File: config.mk
export PLATFORM = sky130hd
export DESIGN_NAME = dmem_arbiter
export DESIGN_NICKNAME = d
export VERILOG_FILES = /design/src/rtl/dmem_arbiter.sv
export SDC_FILE = /design/constraint.sdc
export NUM_CORES = 1
export LEC_CHECK = 0
export BUFFER_PORTS_ARGS = -buffer_cell sky130_fd_sc_hd__buf_2
export CAP_MARGIN = 20
export CORE_MARGIN = 1
export CORE_UTILIZATION = 38
export DETAILED_ROUTE_END_ITERATION = 8
export GPL_ROUTABILITY_DRIVEN = 1
export HOLD_SLACK_MARGIN = 0.12
export PLACE_DENSITY = 0.68
export REMOVE_ABC_BUFFERS = 1
export SYNTH_ARGS = -nofsm -noshare
export SYNTH_HDL_FRONTEND = slang
export SYNTH_SLANG_ARGS = --single-unit
File: constraint.sdc
create_clock -name clock -period 2.2 [get_ports clock]
set_input_delay 0.44 -clock clock [delete_from_list [all_inputs] [get_ports clock]]
set_output_delay 0.44 -clock clock [all_outputs]
set_load 0.02 [all_outputs]
File: src/rtl/dmem_arbiter.sv
// Two-port round-robin arbiter in front of a single-ported data memory.
// Each transaction walks IDLE -> ISSUE -> CAPTURE -> DONE, one cycle per state.
module dmem_arbiter (
  input  logic        clock,
  input  logic        reset,
  input  logic        p_req,
  input  logic        p_wren,
  input  logic [11:0] p_addr,
  input  logic [31:0] p_data,
  output logic        p_ack,
  output logic [31:0] p_q,
  input  logic        d_req,
  input  logic        d_wren,
  input  logic [11:0] d_addr,
  input  logic [31:0] d_data,
  output logic        d_ack,
  output logic [31:0] d_q,
  output logic [11:0] address_dmem,
  output logic [31:0] data,
  output logic        wren,
  input  logic [31:0] q_dmem,
  output logic [1:0]  grant,
  output logic        busy
);

  typedef enum logic [1:0] {IDLE, ISSUE, CAPTURE, DONE} state_t;

  state_t state;
  logic   owner_d;       // 1 = debug port owns the current transaction
  logic   last_grant_d;  // 1 = debug port won the most recent grant
  logic   lat_wren;
  logic   pick_d;

  // Debug wins when it is the only requester, or when both request and
  // the processor was served last.
  always_comb begin
    pick_d = d_req & (~p_req | ~last_grant_d);
  end

  // NOTE: all state and outputs are registered with non-blocking assignments
  // so every output is a clean flop and there is no ordering hazard between them.
  always_ff @(posedge clock) begin
    if (!reset) begin
      state        <= IDLE;
      owner_d      <= 1'b0;
      last_grant_d <= 1'b1;
      lat_wren     <= 1'b0;
      address_dmem <= '0;
      data         <= '0;
      wren         <= 1'b0;
      p_ack        <= 1'b0;
      d_ack        <= 1'b0;
      p_q          <= '0;
      d_q          <= '0;
      grant        <= 2'b00;
      busy         <= 1'b0;
    end else begin
      case (state)
        IDLE: begin
          if (p_req || d_req) begin
            owner_d      <= pick_d;
            last_grant_d <= pick_d;
            lat_wren     <= pick_d ? d_wren : p_wren;
            wren         <= pick_d ? d_wren : p_wren;
            address_dmem <= pick_d ? d_addr : p_addr;
            data         <= pick_d ? d_data : p_data;
            grant        <= pick_d ? 2'b10 : 2'b01;
            busy         <= 1'b1;
            state        <= ISSUE;
          end
        end
        ISSUE: begin
          wren  <= 1'b0;
          state <= CAPTURE;
        end
        CAPTURE: begin
          // Memory read data is valid during this cycle, one clock after the address.
          if (!lat_wren) begin
            if (owner_d) d_q <= q_dmem;
            else         p_q <= q_dmem;
          end
          p_ack <= ~owner_d;
          d_ack <= owner_d;
          state <= DONE;
        end
        DONE: begin
          p_ack <= 1'b0;
          d_ack <= 1'b0;
          grant <= 2'b00;
          busy  <= 1'b0;
          state <= IDLE;
        end
        default: state <= IDLE;
      endcase
    end
  end

endmodule

==> impl_metrics.yaml, run 1 <==
detailed_routing:
  num_vias: 4760
  totalWireLength_um: 13360
  vias_per_cell: 4.779
  detail_route.wl_per_cell_um: 13.41
  route.detailed.drc: 0
  drtAntennaViolNets: 0
  drt-initial-drc-count: 308
  detailedRoute.firstPassIterationCount: 4
sta:
  grt_setup_unrepaired: "false"
  setup_viol_count_final: 0
  maxSlewViolCount: 0
  finalHoldViolations: 0
  min_period_ns: 1.857
  whs_ns: 0.2834
  clock_skew_ns: 0.004950
  timing.slew.headroom_pct: 63.35
  share_of_the_clock_period_used_by_the_worst_path_after_layout_pct: 84.42
  worst_pin_slew_ns: 0.5498
  fmaxAchievable_mhz: 538.4
synth:
  count_leader_synth: "sky130_fd_sc_hd__nand2_1"
  synth-warning-count: 0
  synthesis.area_um2: 4877
  netlist_top_cells_count: "sky130_fd_sc_hd__nand2_1, sky130_fd_sc_hd__dfxtp_1, sky130_fd_sc_hd__o21ai_0"
  synth.top_cells.by_area: "sky130_fd_sc_hd__dfxtp_1, sky130_fd_sc_hd__nand2_1, sky130_fd_sc_hd__a31oi_1"
  synth_top_area_cell: "sky130_fd_sc_hd__dfxtp_1"
  yosysTopAreaCellShare_pct: 48.85
  dominantRegCellSynth: "sky130_fd_sc_hd__dfxtp_1"
  synthesis.instances: 587
  synth_async_reset_ratio_pct: 0
  number_of_enable_type_register_cells_in_the_synthesized_netlist: 0
  seq_area_frac_synth_pct: 48.85
  synth_area_per_cell_um2: 8.309
  yosys.cell_types.count: 34
  ys_seq_elements: 119
clock_tree:
  cts_htree_levels: 4
  post_cts_resized: 0
  insertion_delay_ns: 0.40
  tritoncts: "done"
  hold_buffers: 0
  cts.reportedPaths.clkPinSlew_ns: 0.05
  root_buffer: "sky130_fd_sc_hd__clkbuf_16"
  postCtsSetupRepairBufs: 0
  clock_sinks: 119
  cts-buffers-inserted: 17
  clockBufferDepth: 2
floorplan:
  core.rowCount: 41
  die_outline_area_um2: 13290
  die_height_um: 115.3
  starting_density_of_the_core_pct: 38.81
  die_span_x_um: 115.3
  ioPinCount: 240
  design.core.area_um2: 12570
run_status:
  outcome: "finished, final reports clean"
finish:
  stdcell_area_um2: 6713
  syn2layout_area_growth_pct: 37.63
  post_route_cells_drive_above_1_share_pct: 42.34
  finish.net_count: 941
worst_setup_path:
  critical_path.reg2reg.startpoint: "state[0]"
  critical_path_endpoint_category: "flip-flop"
  crit_path_max_fanout: 32
  r2r_setup_slack_ns: 0.34
  crit_type: "flip-flop to flip-flop"
  timing.critical_path.from: "state[0]"
  worst_path_required_ns: 2.47
  arrival_time_reported_for_the_critical_path_endpoint_ns: 2.13
  crit_path_start_kind: "flip-flop"
pwr:
  total_power_uw: 8283
  power.density_cell_area_nw_per_um2: 1234
  leakagePower_uw: 0.003038
  worst_ir_drop_vdd_uv: 625.4
placement:
  place.gp.congestion: 0.7893
  place_area_um2: 6133
  port-buffer-count: 239
  dpl.hpwl_um: 9487
global_route:
  initial_antenna_violation_count: 2
  maximum_number_of_pins_on_one_net_before_global_route_repair: 47
  global_route.usage.total_pct: 19.67
  grt_overflow: 0
  first_global_vias: 4285
  grt_pass1_wl_um: 20380
worst_hold_path:
  hold_path_class: "input pin to flip-flop"
  hold_path_startpoint: "q_dmem[22]"
job:
  maxCapViolations: 0
-- cell families after synthesis --
kind of cell,after synthesis,synth area share [%]
flops,119,48.85
mux,3,0.6157
simple gates,237,20.65
fa+ha+maj,5,1.283
compound gates,170,21.52
buf+inv,53,7.081
-- report_power, final --
| group | switching (µW) | internal [µW] |
|---|---|---|
| registers | 275 | 2640 |
| clock network | 937 | 1740 |
| logic | 1730 | 953 |
| total | 2950 | 5340 |
-- routing by layer --
metal | track usage [%] | vias up | share of wire [%] | wire length, µm
met2 | 31.61 | 188 | 46 | 6114
met4 | 8.918 | 0 | 1.5 | 207
li1 | - | 2407 | - | -
met3 | 6.642 | 16 | 7.8 | 1042
met1 | 23.80 | 2149 | 45 | 5996
met5 | 0 | - | 0 | 0
-- sequential cells by signal, indices dropped and copies added, names as in the netlist, 2 cells and up --
name          cells
p_q              32
data             32
state             2
grant             2
address_dmem     12
d_q              32
-- metrics by stage --
stage,utilization [%],std cells,TNS [ns],setup slack (ns)
final,53.41,996,0,0.3428
after global routing,53.41,996,0,0.2067
after CTS,53.37,994,0,0.3400
after detailed placement,48.80,963,0,0.3330
after global placement,48.80,963,0,0.3833
after floorplan,-,540,-11.45,-0.3491
-- path summary, 6_finish.rpt --
kind | endpoint | depth (start not counted)
worst max-delay path | p_q[18] | 6
worst min-delay path | d_q[22] | 3
worst max register to register | p_q[18] | 6
worst min register to register | d_q[0] | 2
-- critical path, stage by stage (launching register included) --
cell and delay (ns):
sky130_fd_sc_hd__dfxtp_1 0.32, sky130_fd_sc_hd__inv_1 0.12, sky130_fd_sc_hd__ha_1 0.31, sky130_fd_sc_hd__or3b_2 0.46, sky130_fd_sc_hd__buf_4 0.29, sky130_fd_sc_hd__nand2_2 0.14
sky130_fd_sc_hd__a21oi_2 0.06
-- layout by cell type (no fill, tap or decap), drive strengths merged, types with 2 or more instances in the layout --
cell and count:
clkinvlp 2, mux2i 3, buf 251, a31oi 44, clkinv 5, nand2 221, o21ai 50, diode 2
clkbuf 22, ha 5, nor3b 2, nor2 6, a211oi 2, inv 6, dfxtp 119, bufinv 2
a21oi 69
-- layout make-up --
type | count | area [µm²]
Clock inverter | 9 | 100.1
Timing Repair Buffer | 251 | 1349
Clock buffer | 22 | 474.2
Multi-Input combinational cell | 415 | 2165
Tap cell | 172 | 215.2
Inverter | 6 | 22.52
Sequential cell | 119 | 2382
Fill cell | 1203 | 5856
Antenna cell | 2 | 5.005
(Power assumes the default switching activity.)
==> run 2: changes to the inputs <==
- PLACE_DENSITY: 0.68 -> 0.71
- clock period: 2.2 -> 1.69 ns (I/O delays scaled with it)
==> run 2 against run 1 <==
Compared with the run above: cell count increased by 0.10%; highest routed layer unchanged; routed wire length increased by 0.98%; critical endpoint is now p_q[30]; sequential power increased by 30%; die area unchanged.
==> impl_metrics.yaml, run 2 (synthesis results as in run 1) <==
pwr:
  p_seq_share_pct: 33.0
  power.share.clock_pct: 35.0
  cell_internal_pwr_uw: 7602
  power.density_cell_area_nw_per_um2: 1672
  power.combinational.fraction_pct: 32.0
  leakagePower_uw: 0.003112
  power.share.switching_pct: 33.97
  p_switching_uw: 3910
  worst_ir_drop_vdd_uv: 801.9
floorplan:
  design.core.area_um2: 12570
  die_height_um: 115.3
  starting_density_of_the_core_pct: 38.81
  ioPinCount: 240
  die_span_x_um: 115.3
  core.rowCount: 41
  die_outline_area_um2: 13290
detailed_routing:
  detail_route.wl_per_cell_um: 13.53
  totalWireLength_um: 13490
  num_vias: 4819
  drtAntennaViolNets: 0
  route.detailed.drc: 0
  drt-initial-drc-count: 335
  detailedRoute.firstPassIterationCount: 4
  vias_per_cell: 4.834
worst_setup_path:
  critical_path_endpoint_category: "flip-flop"
  arrival_time_reported_for_the_critical_path_endpoint_ns: 1.86
  critical_path.reg2reg.endpoint: "p_q[30]"
  worst_path_required_ns: 1.96
  crit_path_start_kind: "flip-flop"
  r2r_setup_slack_ns: 0.1
  worst-r2r-cell-count: 6
  critical_path.reg2reg.startpoint: "state[0]"
  crit_type: "flip-flop to flip-flop"
  crit_path_max_fanout: 32
sta:
  setup_slack_ns: 0.09849
  setup-tns-final_ns: 0
  finalHoldViolations: 0
  min_period_ns: 1.592
  timing.slew.headroom_pct: 71.76
  worst_pin_slew_ns: 0.4235
  clock_skew_ns: 0.01420
  setup_viol_count_final: 0
  grt_setup_unrepaired: "false"
  maxSlewViolCount: 0
  share_of_the_clock_period_used_by_the_worst_path_after_layout_pct: 94.17
  fmaxAchievable_mhz: 628.3
clock_tree:
  tritoncts: "done"
  cts-buffers-inserted: 17
  postCtsSetupRepairBufs: 0
  cts_htree_levels: 4
  hold_buffers: 0
  cts.reportedPaths.clkPinSlew_ns: 0.06
  insertion_delay_ns: 0.41
  post_cts_resized: 0
  root_buffer: "sky130_fd_sc_hd__clkbuf_16"
  clock_sinks: 119
  clockBufferDepth: 2
finish:
  layout.cells.most_common_list: "sky130_fd_sc_hd__buf_2, sky130_fd_sc_hd__nand2_1, sky130_fd_sc_hd__dfxtp_1, sky130_fd_sc_hd__o21ai_0, sky130_fd_sc_hd__a31oi_1"
  finish.net_count: 943
  largest_registers: "d_q x32, data x32, p_q x32"
  final_common_cell: "sky130_fd_sc_hd__buf_2"
  final_core_utilization_pct: 54.77
  syn2layout_area_growth_pct: 41.15
  antenna_cells: 0
  num-fill-cells: 1180
  stdcell_area_um2: 6884
  post_route_cells_drive_above_1_share_pct: 42.55
worst_hold_path:
  hold_path_class: "input pin to flip-flop"
  hold_path_startpoint: "q_dmem[13]"
  holdPathEnd: "d_q[13]"
  worst_hold_path.num_cells: 3
placement:
  dpl.hpwl_um: 9225
  port-buffer-count: 239
  place.gp.congestion: 0.7960
  pre_cts_slack_ns: 0.05910
  place_area_um2: 6178
global_route:
  grt_pass1_wl_um: 20400
  global_route.usage.total_pct: 19.68
  initial_antenna_violation_count: 0
  maximum_number_of_pins_on_one_net_before_global_route_repair: 73
  first_global_vias: 4188
  grt_overflow: 0
job:
  maxCapViolations: 0
run_status:
  outcome: "finished, final reports clean"
==> run 2: cell types whose count changed in the layout (fill, tap and decap cells not counted), moves of 2 or more <==
cell / delta
sky130_fd_sc_hd__clkinv_2: -4
sky130_fd_sc_hd__buf_12: +3
sky130_fd_sc_hd__buf_4: -3
sky130_fd_sc_hd__bufinv_16: +3
sky130_fd_sc_hd__clkbuf_8: +2
sky130_fd_sc_hd__diode_2: -2
==> run 2: critical path, cell delays in order (launching register included) <==
cell and delay, ns:
sky130_fd_sc_hd__dfxtp_1 0.32, sky130_fd_sc_hd__inv_1 0.13, sky130_fd_sc_hd__ha_1 0.17, sky130_fd_sc_hd__or3b_2 0.48, sky130_fd_sc_hd__buf_12 0.21, sky130_fd_sc_hd__nand2_1 0.09
sky130_fd_sc_hd__a21oi_1 0.06
==> run 2: final cells by class <==
class | count | area, µm² | share of cell area, %
clock buffer | 25 | 505.5 | 7.343
clock inverter | 7 | 162.7 | 2.363
inverter | 6 | 22.52 | 0.3272
multi-input combinational | 415 | 2173 | 31.57
sequential | 119 | 2382 | 34.61
tap | 172 | 215.2 | 3.126
timing repair buffer | 253 | 1423 | 20.67
==> run 2: how the worst max path moves through the flow <==
stage	endpoint	from	cells after the start	slack, ns
after floorplan	wren	state[0]	5	-0.86
after global placement	p_q[24]	state[0]	6	0.14
after detailed placement	address_dmem[0]	state[0]	6	0.06
after CTS	address_dmem[0]	state[0]	6	0.04
after global routing	p_q[13]	state[0]	6	0.02
final	p_q[30]	state[0]	6	0.1
==> run 2: power by group through the flow <==
stage,registers [µW],logic (µW),clock network [µW]
global placement,3850,3500,0
global route,3880,4040,4250
CTS,3800,3550,4110
detailed placement,3840,3540,0
finish,3800,3680,4030
floorplan,4530,1450,0
==> run 2: routing by layer <==
| metal | vias up | track usage (%) | share of wire (%) |
|---|---|---|---|
| li1 | 2409 | - | - |
| met1 | 2185 | 23.72 | 44 |
| met2 | 210 | 31.57 | 45 |
| met3 | 15 | 8.434 | 9.8 |
| met4 | 0 | 6.407 | 1.1 |
| met5 | - | 0 | 0 |
==> run 2: metrics by stage <==
stage | hold WS, ns | cells | total power (µW)
after CTS | 0.1602 | 996 | 11460
after detailed placement | 0.4449 | 964 | 7383
after floorplan | 0.4142 | 540 | 5974
after global placement | 0.4391 | 964 | 7341
after global routing | 0.1711 | 997 | 12170
final | 0.1763 | 997 | 11510
==> run 3: changes to the inputs <==
- CELL_PAD_IN_SITES_DETAIL_PLACEMENT: default -> 0
- CELL_PAD_IN_SITES_GLOBAL_PLACEMENT: default -> 1
- CORE_UTILIZATION: 38 -> 29
- PLACE_DENSITY: 0.71 -> default
- PLACE_DENSITY_LB_ADDON: default -> 0.1
==> run 3 against run 2 <==
Compared with the run above: combinational power rose by 2%; clock skew rose by 0.0052 ns; cell area fell by 0.25%; fmax increased by 1.0%.
==> impl_metrics.yaml, run 3 (synthesis results as in run 1) <==
worst_setup_path:
  cp.buffers_inverters: 2
  crit_type: "flip-flop to flip-flop"
  crit_path_start_kind: "flip-flop"
  critical_path.slowest_cell: "sky130_fd_sc_hd__or3b_2"
  critPathMaxStageDelay_ns: 0.48
  worst_path_required_ns: 1.98
  r2r_setup_slack_ns: 0.11
  crit_path_max_fanout: 32
  critical_path_endpoint_category: "flip-flop"
  arrival_time_reported_for_the_critical_path_endpoint_ns: 1.87
  gate_family_responsible_for_the_most_delay_along_the_worst_path: "simple AND/OR/NAND/NOR gates"
  critical_path_cell_sequence: "inv_1, ha_1, or3b_2, buf_12, nand2_2, a21oi_2"
detailed_routing:
  num_vias: 4757
  drt-initial-drc-count: 179
  route.detailed.drc: 0
  detailedRoute.firstPassIterationCount: 5
  vias_per_cell: 4.543
  drtAntennaViolNets: 0
  detail_route.wl_per_cell_um: 14.18
  totalWireLength_um: 14850
global_route:
  grt_overflow: 0
  first_global_vias: 4601
  maximum_number_of_pins_on_one_net_before_global_route_repair: 68
  global_route.usage.total_pct: 17.11
  grt_pass1_wl_um: 23490
  initial_antenna_violation_count: 0
clock_tree:
  clock_sinks: 119
  tritoncts: "done"
  insertion_delay_ns: 0.42
  hold_buffers: 0
  postCtsSetupRepairBufs: 0
  root_buffer: "sky130_fd_sc_hd__clkbuf_16"
  cts_htree_levels: 4
  cts-buffers-inserted: 17
  clockBufferDepth: 2
  cts.reportedPaths.clkPinSlew_ns: 0.05
finish:
  stdcell_area_um2: 6867
  layout.cells.most_common_list: "sky130_fd_sc_hd__buf_2, sky130_fd_sc_hd__nand2_1, sky130_fd_sc_hd__dfxtp_1, sky130_fd_sc_hd__o21ai_0, sky130_fd_sc_hd__a31oi_1"
  post_route_cells_drive_above_1_share_pct: 42.68
  largest_registers: "d_q x32, data x32, p_q x32"
  syn2layout_area_growth_pct: 40.79
  finish.net_count: 947
  final_common_cell: "sky130_fd_sc_hd__buf_2"
  antenna_cells: 0
placement:
  place.gp.congestion: 0.7615
  port-buffer-count: 239
  place_area_um2: 6269
  dpl.hpwl_um: 10060
  pre_cts_slack_ns: 0.1034
sta:
  worst_pin_slew_ns: 0.3258
  finalHoldViolations: 0
  share_of_the_clock_period_used_by_the_worst_path_after_layout_pct: 93.20
  maxSlewViolCount: 0
  clock_skew_ns: 0.01944
  grt_setup_unrepaired: "false"
  setup_viol_count_final: 0
  fmaxAchievable_mhz: 634.9
  min_period_ns: 1.575
  timing.slew.headroom_pct: 78.28
  setup_slack_ns: 0.1149
pwr:
  power.density_cell_area_nw_per_um2: 1603
  leakagePower_uw: 0.003081
  worst_ir_drop_vdd_uv: 698.2
floorplan:
  ioPinCount: 240
  die_span_x_um: 131.7
  starting_density_of_the_core_pct: 29.51
  die_height_um: 131.7
  core.rowCount: 47
  design.core.area_um2: 16520
  die_outline_area_um2: 17340
worst_hold_path:
  hold_path_class: "input pin to flip-flop"
job:
  maxCapViolations: 0
run_status:
  outcome: "finished, final reports clean"
-- run 3: power by group --
part / internal (µW) / switching, µW
sequential: 3440 / 356
clock: 2220 / 1250
combinational: 1370 / 2370
total: 7030 / 3970
-- run 3: final cells by class --
cell class | instances | area [µm²]
clock buffer | 21 | 460.4
clock inverter | 9 | 102.6
fill | 1737 | 9658
inverter | 6 | 22.52
multi-input combinational | 415 | 2171
sequential | 119 | 2382
tap | 220 | 275.3
timing repair buffer | 257 | 1453
-- run 3: final timing paths --
path | start | endpoint | cells after the start
setup / recovery | state[0] | p_q[13] | 6
hold / removal | q_dmem[28] | d_q[28] | 3
setup reg to reg | state[0] | p_q[13] | 6
hold reg to reg | d_q[26] | d_q[26] | 2
-- run 3: through the flow --
step | cells | hold WS (ns) | util [%] | power (µW) | TNS, ns
5_1_grt | 1047 | 0.1627 | 41.55 | 11680 | 0
6_report | 1047 | 0.1707 | 41.55 | 11000 | 0
4_1_cts | 1046 | 0.1566 | 41.34 | 11030 | 0
2_1_floorplan | 540 | 0.4142 | - | 5974 | -48.09
3_5_place_dp | 1016 | 0.4449 | 37.93 | 7488 | 0
3_3_place_gp | 1016 | 0.4383 | 37.93 | 7435 | 0
-- run 3: routing by layer --
layer	GRT usage (%)	share of wire, %	up-vias
li1	-	-	2417
met1	20.09	44	2127
met2	27.31	46	199
met3	7.215	9.1	14
met4	7.041	1.4	0
met5	0	0	-
-- run 3: timing repair --
item	CTS	global route
gates resized for setup	0	2
hold endpoints to repair	0	0
endpoints found under the setup margin	0	56
-- run 3: tightest hold or removal path, cell delays in order --
cell	delay, ns
sky130_fd_sc_hd__buf_2	0.10
sky130_fd_sc_hd__nand2_1	0.05
sky130_fd_sc_hd__a21oi_1	0.05
